$ cat config.mk
export PLATFORM = sky130hd
export DESIGN_NAME = render_arbiter_m
export DESIGN_NICKNAME = d
export VERILOG_FILES = /design/src/rtl/render_arbiter_pkg.sv /design/src/rtl/render_arbiter_rr_pick.sv /design/src/rtl/render_arbiter_m.sv
export SDC_FILE = /design/constraint.sdc
export NUM_CORES = 1
export LEC_CHECK = 0
export CORE_MARGIN = 4
export CORE_UTILIZATION = 44
export CTS_BUF_LIST = sky130_fd_sc_hd__clkbuf_4
export DETAILED_ROUTE_END_ITERATION = 7
export PLACE_DENSITY = 0.91
export RECOVER_POWER = 25
export SLEW_MARGIN = 25
export SYNTH_ARGS = -nofsm -noshare
export SYNTH_HDL_FRONTEND = slang
export SYNTH_SLANG_ARGS = --single-unit
$ cat constraint.sdc
create_clock -name clk -period 2.92 [get_ports clk]
set_input_delay 0.584 -clock clk [delete_from_list [all_inputs] [get_ports clk]]
set_output_delay 0.584 -clock clk [all_outputs]
set_load 0.02 [all_outputs]
$ cat src/rtl/render_arbiter_pkg.sv
// Shared types and screen constants for the VGA port arbiter.
// Imported by the arbiter top and its round-robin picker.
package render_arbiter_pkg;

    typedef enum logic [1:0] {
        ARB_S_IDLE    = 2'd0,
        ARB_S_START   = 2'd1,
        ARB_S_GRANT   = 2'd2,
        ARB_S_RELEASE = 2'd3
    } arb_state_e;

    localparam int VGA_X_W  = 9;
    localparam int VGA_Y_W  = 8;
    localparam int SCREEN_W = 320;
    localparam int SCREEN_H = 240;

endpackage

$ cat src/rtl/render_arbiter_rr_pick.sv
// Combinational round-robin picker: first requester after ptr wins.
// Scan order is ptr+1, ptr+2, ... wrapping modulo N.
module rr_pick_m #(
    parameter int N     = 3,
    parameter int IDX_W = 2
) (
    input  logic [N-1:0]     req,
    input  logic [IDX_W-1:0] ptr,
    output logic [IDX_W-1:0] idx,
    output logic             valid
);

    localparam logic [IDX_W:0] NV = (IDX_W+1)'(N);

    logic [IDX_W:0] cand;

    always_comb begin
        idx   = '0;
        valid = 1'b0;
        cand  = '0;
        for (int k = 1; k <= N; k++) begin
            cand = {1'b0, ptr} + (IDX_W+1)'(k);
            if (cand >= NV) begin
                cand = cand - NV;
            end
            if (!valid && req[cand[IDX_W-1:0]]) begin
                valid = 1'b1;
                idx   = cand[IDX_W-1:0];
            end
        end
    end

endmodule

$ cat src/rtl/render_arbiter_m.sv
// Shares the VGA adapter write port among N renderers, round-robin.
// Grant is held until done; a watchdog reclaims a grant that never ends.
module render_arbiter_m
    import render_arbiter_pkg::*;
#(
    parameter int N_CLIENTS        = 3,
    parameter int COLOUR_W         = 3,
    parameter int MAX_GRANT_CYCLES = 131072
) (
    input  logic                          clk,
    input  logic                          reset,
    input  logic [N_CLIENTS-1:0]          req,
    input  logic [N_CLIENTS-1:0]          done,
    input  logic [VGA_X_W*N_CLIENTS-1:0]  cl_x,
    input  logic [VGA_Y_W*N_CLIENTS-1:0]  cl_y,
    input  logic [COLOUR_W*N_CLIENTS-1:0] cl_colour,
    input  logic [N_CLIENTS-1:0]          cl_writeEn,
    output logic [N_CLIENTS-1:0]          start,
    output logic [N_CLIENTS-1:0]          grant,
    output logic [VGA_X_W-1:0]            x,
    output logic [VGA_Y_W-1:0]            y,
    output logic [COLOUR_W-1:0]           colour,
    output logic                          writeEn,
    output logic                          busy,
    output logic                          timeout_err
);

    localparam int IDX_W = (N_CLIENTS > 1) ? $clog2(N_CLIENTS) : 1;
    localparam int WD_W  = $clog2(MAX_GRANT_CYCLES);
    localparam logic [WD_W-1:0] WD_LAST = WD_W'(MAX_GRANT_CYCLES - 1);

    arb_state_e state;

    logic [IDX_W-1:0]     idx;
    logic [IDX_W-1:0]     ptr;
    logic [WD_W-1:0]      wdog;
    logic [IDX_W-1:0]     pick_idx;
    logic                 pick_valid;
    logic [N_CLIENTS-1:0] pick_oh;

    logic [VGA_X_W-1:0]  xs   [N_CLIENTS];
    logic [VGA_Y_W-1:0]  ys   [N_CLIENTS];
    logic [COLOUR_W-1:0] cols [N_CLIENTS];
    logic                gnt_on;

    rr_pick_m #(
        .N     (N_CLIENTS),
        .IDX_W (IDX_W)
    ) u_pick (
        .req   (req),
        .ptr   (ptr),
        .idx   (pick_idx),
        .valid (pick_valid)
    );

    assign pick_oh = N_CLIENTS'(1) << pick_idx;

    always_ff @(posedge clk or negedge reset) begin
        if (!reset) begin
            state       <= ARB_S_IDLE;
            idx         <= '0;
            ptr         <= IDX_W'(N_CLIENTS - 1);
            start       <= '0;
            grant       <= '0;
            wdog        <= '0;
            timeout_err <= 1'b0;
        end else begin
            unique case (state)
                ARB_S_IDLE: begin
                    if (pick_valid) begin
                        idx   <= pick_idx;
                        start <= pick_oh;
                        grant <= pick_oh;
                        state <= ARB_S_START;
                    end
                end
                ARB_S_START: begin
                    start <= '0;
                    wdog  <= '0;
                    state <= ARB_S_GRANT;
                end
                ARB_S_GRANT: begin
                    wdog <= wdog + WD_W'(1);
                    // done beats a coincident expiry, so no error then
                    if (done[idx]) begin
                        grant <= '0;
                        state <= ARB_S_RELEASE;
                    end else if (wdog == WD_LAST) begin
                        grant       <= '0;
                        timeout_err <= 1'b1;
                        state       <= ARB_S_RELEASE;
                    end
                end
                ARB_S_RELEASE: begin
                    ptr   <= idx;
                    state <= ARB_S_IDLE;
                end
                default: state <= ARB_S_IDLE;
            endcase
        end
    end

    assign busy = (state != ARB_S_IDLE);

    for (genvar i = 0; i < N_CLIENTS; i++) begin : g_unpack
        assign xs[i]   = cl_x[VGA_X_W*i +: VGA_X_W];
        assign ys[i]   = cl_y[VGA_Y_W*i +: VGA_Y_W];
        assign cols[i] = cl_colour[COLOUR_W*i +: COLOUR_W];
    end

    // Zero-latency mux keeps the renderer's own pixel timing intact
    assign gnt_on  = grant[idx];
    assign writeEn = gnt_on & cl_writeEn[idx];
    assign x       = gnt_on ? xs[idx]   : '0;
    assign y       = gnt_on ? ys[idx]   : '0;
    assign colour  = gnt_on ? cols[idx] : '0;

endmodule
==> results.md <==
- Result of the run: finished with violations
- Failing checks: max-capacitance violations, max-slew violations
- WP data required: 2.34 ns
- Type of the worst min-delay path: reg -> reg
- Initial antenna violation count: 0
- DRC violation count after routing: 0
- Number of buffers added by the clock tree synthesis step: 5
- Clock root cell: clkbuf_4
- Fill cell count: 375
- Most frequently used cell type in the post-synthesis netlist: nor2_1
- Post-synth net total: 370
- Fraction of synthesized cell area taken by the top area cell type: 0.318
- Data arrival time of the critical path: 2.15 ns
- Share of the yosys chip area belonging to registers: 0.329
- Antenna Violating Nets Remaining: 0
- Clock slew at reported path FFs: 0.09 ns
- Setup repair after global routing missed its margin: no
- Final net count: 468
- Weighted congestion reported at the end of routability-driven placement: 0.800
- GR Util All Layers: 0.236
- Relative slew margins: -0.0416
- Vias: 2,484
- Number of top-level design ports: 100
- Die outline area: 0.00641 mm²
- Number of violations reported at the end of detailed-routing iteration 0: 99
- Post-route cell area: 0.00346 mm²
- Worst supply voltage drop on vdd: 0.000590 V
- Fraction of final layout cells with drive strength greater than 1: 0.0541
- Leakage: 1.46 nW
- Number of buffers on the longest clock path: 2
- Hold Buf Count CTS: 0
- Global-route wire length before repair: 12.0 mm
- Number of failing hold endpoints at the final stage: 0
- Netlist area before placement: 0.00228 mm²
- Number of flops mapped to enable cells by yosys: 0
- Pin count of the biggest net entering global routing: 31
- Count of buffers from port buffering: 99
- Clock skew after layout: 0.0110 ns
- Initial Util: 0.468
- Chip width: 80.0 µm
- Minimum hold slack: 0.491 ns
- Sort of element at the start of the critical path: flip-flop
- Post-DP HPWL: 5.97 mm
- Total wirelength of the detailed-routed design: 7.49 mm
- Final Critical Period: 2.74 ns
- Transition time of the tightest slew-check pin: 1.56 ns
- H-tree depth: 2
- DR vias/cell: 5.46
- First-pass iteration count of the detailed router: 4
- Peak fanout along the critical path: 21
- Number of distinct library cell variants in the gate-level netlist after synthesis: 42
- Layout overhead on the synthesized area: 51.6%
- Grt ovf: 0
- Final routed wire length divided by cell count: 16.5 µm
- Vertical die dimension: 80.0 µm
- Number of sinks driven by the clock tree: 30
- Post-cts resize count: 0
- Power per Cell Area: 798 mW/mm²
- Vias in the first global route: 2,513
- Average size of a mapped cell: 7.90 µm²
- Critical path start-end classification: reg -> out
- Most numerous cell types in the synthesized netlist: nor2_1 (52), a21oi_1 (32), dfrtp_1 (29)
- Post-placement cell area: 0.00336 mm²
- Antenna cells: 0
- Warning count from the yosys run: 0
- Library cell occupying the most area in the post-synthesis netlist: dfrtp_1
- Final slew viol count: 31
- Kind of end point of the critical path: output port
- Placeable core area: 0.00488 mm²
- Clock tree from TritonCTS: done
- Register bit count reported by yosys: 30
- Fraction of the core area covered by cells at the end of the flow: 0.709
- Most used DFF post-synth: dfrtp_1
- Post-CTS setup buffer count: 0
- Top area cells in the synthesized netlist: dfrtp_1 (32%), mux2i_1 (11%), nor2_1 (8.5%)
- Final setup violation count: 0
- Post-synth ARST share: 1.00
- Insertion delay to the later sink of the worst-skew pair: 0.33 ns
- Standard-cell rows: 25
- F_max: 365 MHz
- Crit share post-route: 0.937
- Number of standard cells after synthesis: 289
- Post-route setup TNS: 0 ns
- Max-capacitance violation count: 1
## registers in the layout (all words and copies together), names as in the netlist
name	count
wdog	17
ptr	2
grant	3
idx	2
timeout_err	1
state	2
start	3
## cells in the final DEF (no fill, tap or decap), types with 5 or more instances in the layout
master,count
a21oi_1,32
nand3_1,12
inv_1,16
o21ai_1,6
nand2_1,12
mux2i_1,24
ha_1,10
nor2_1,52
nand4_1,7
buf_4,5
or3_1,6
o21ai_0,22
dfrtp_1,29
clkdlybuf4s50_1,98
nor2b_1,7
clkbuf_4,5
## metal layers
layer,share of wire,up-vias,track usage
met4,0.016,0,0.0760
li1,-,1199,-
met5,0,-,0
met1,0.39,1161,0.272
met3,0.087,15,0.0519
met2,0.51,109,0.429
## kinds of logic (layout without fill, tap and decap cells)
logic type / after synthesis / in the layout / share of synthesized area
compound gates: 72 / 72 / 0.185
fa+ha+maj: 10 / 10 / 0.0548
flops: 30 / 30 / 0.329
buf+inv: 31 / 130 / 0.0526
xor+xnor: 6 / 6 / 0.0230
mux: 25 / 25 / 0.112
simple gates: 115 / 115 / 0.244
## critical path, stage by stage, from the launching register on
cell and delay [ns]:
dfrtp_1 0.35, buf_4 0.17, nor2b_1 0.17, buf_4 0.26, a21oi_1 0.10, nor2_1 0.11, clkdlybuf4s50_1 0.64
## final timing paths
check	startpoint	endpoint	slack (ns)	cells after the start
max	idx[0]	x[1]	0.18	6
min	timeout_err	timeout_err	0.49	1
max reg2reg	ptr[1]	start[1]	0.58	7
min reg2reg	timeout_err	timeout_err	0.49	1
max in group asynchronous	reset	wdog[0]	0.85	2
min in group asynchronous	reset	wdog[3]	1.16	2
## per-stage QoR
| step | instances | setup WS, ns | power, W |
|---|---|---|---|
| 6_report | 455 | 0.183 | 0.00276 |
| 4_1_cts | 455 | 0.172 | 0.00278 |
| 3_5_place_dp | 447 | 0.300 | 0.00236 |
| 5_1_grt | 455 | 0.0139 | 0.00298 |
| 2_1_floorplan | 289 | 0.793 | 0.00171 |
| 3_3_place_gp | 447 | 0.353 | 0.00229 |
## area by class of cell
type	instances	area, µm²	share of cell area
tap	67	83.8	0.0242
multi-input combinational	228	1410	0.408
clock buffer	5	37.5	0.0108
timing repair buffer	106	1050	0.304
clock inverter	3	63.8	0.0184
inverter	16	60.1	0.0174
sequential	30	752	0.217
## where the power goes
part           internal (W)  switching [W]  total [W]
logic              0.000769        0.00101    0.00178
clock network      0.000264       0.000141   0.000405
registers          0.000502      0.0000763   0.000578
Note: power is estimated with default switching activity, not from simulation.
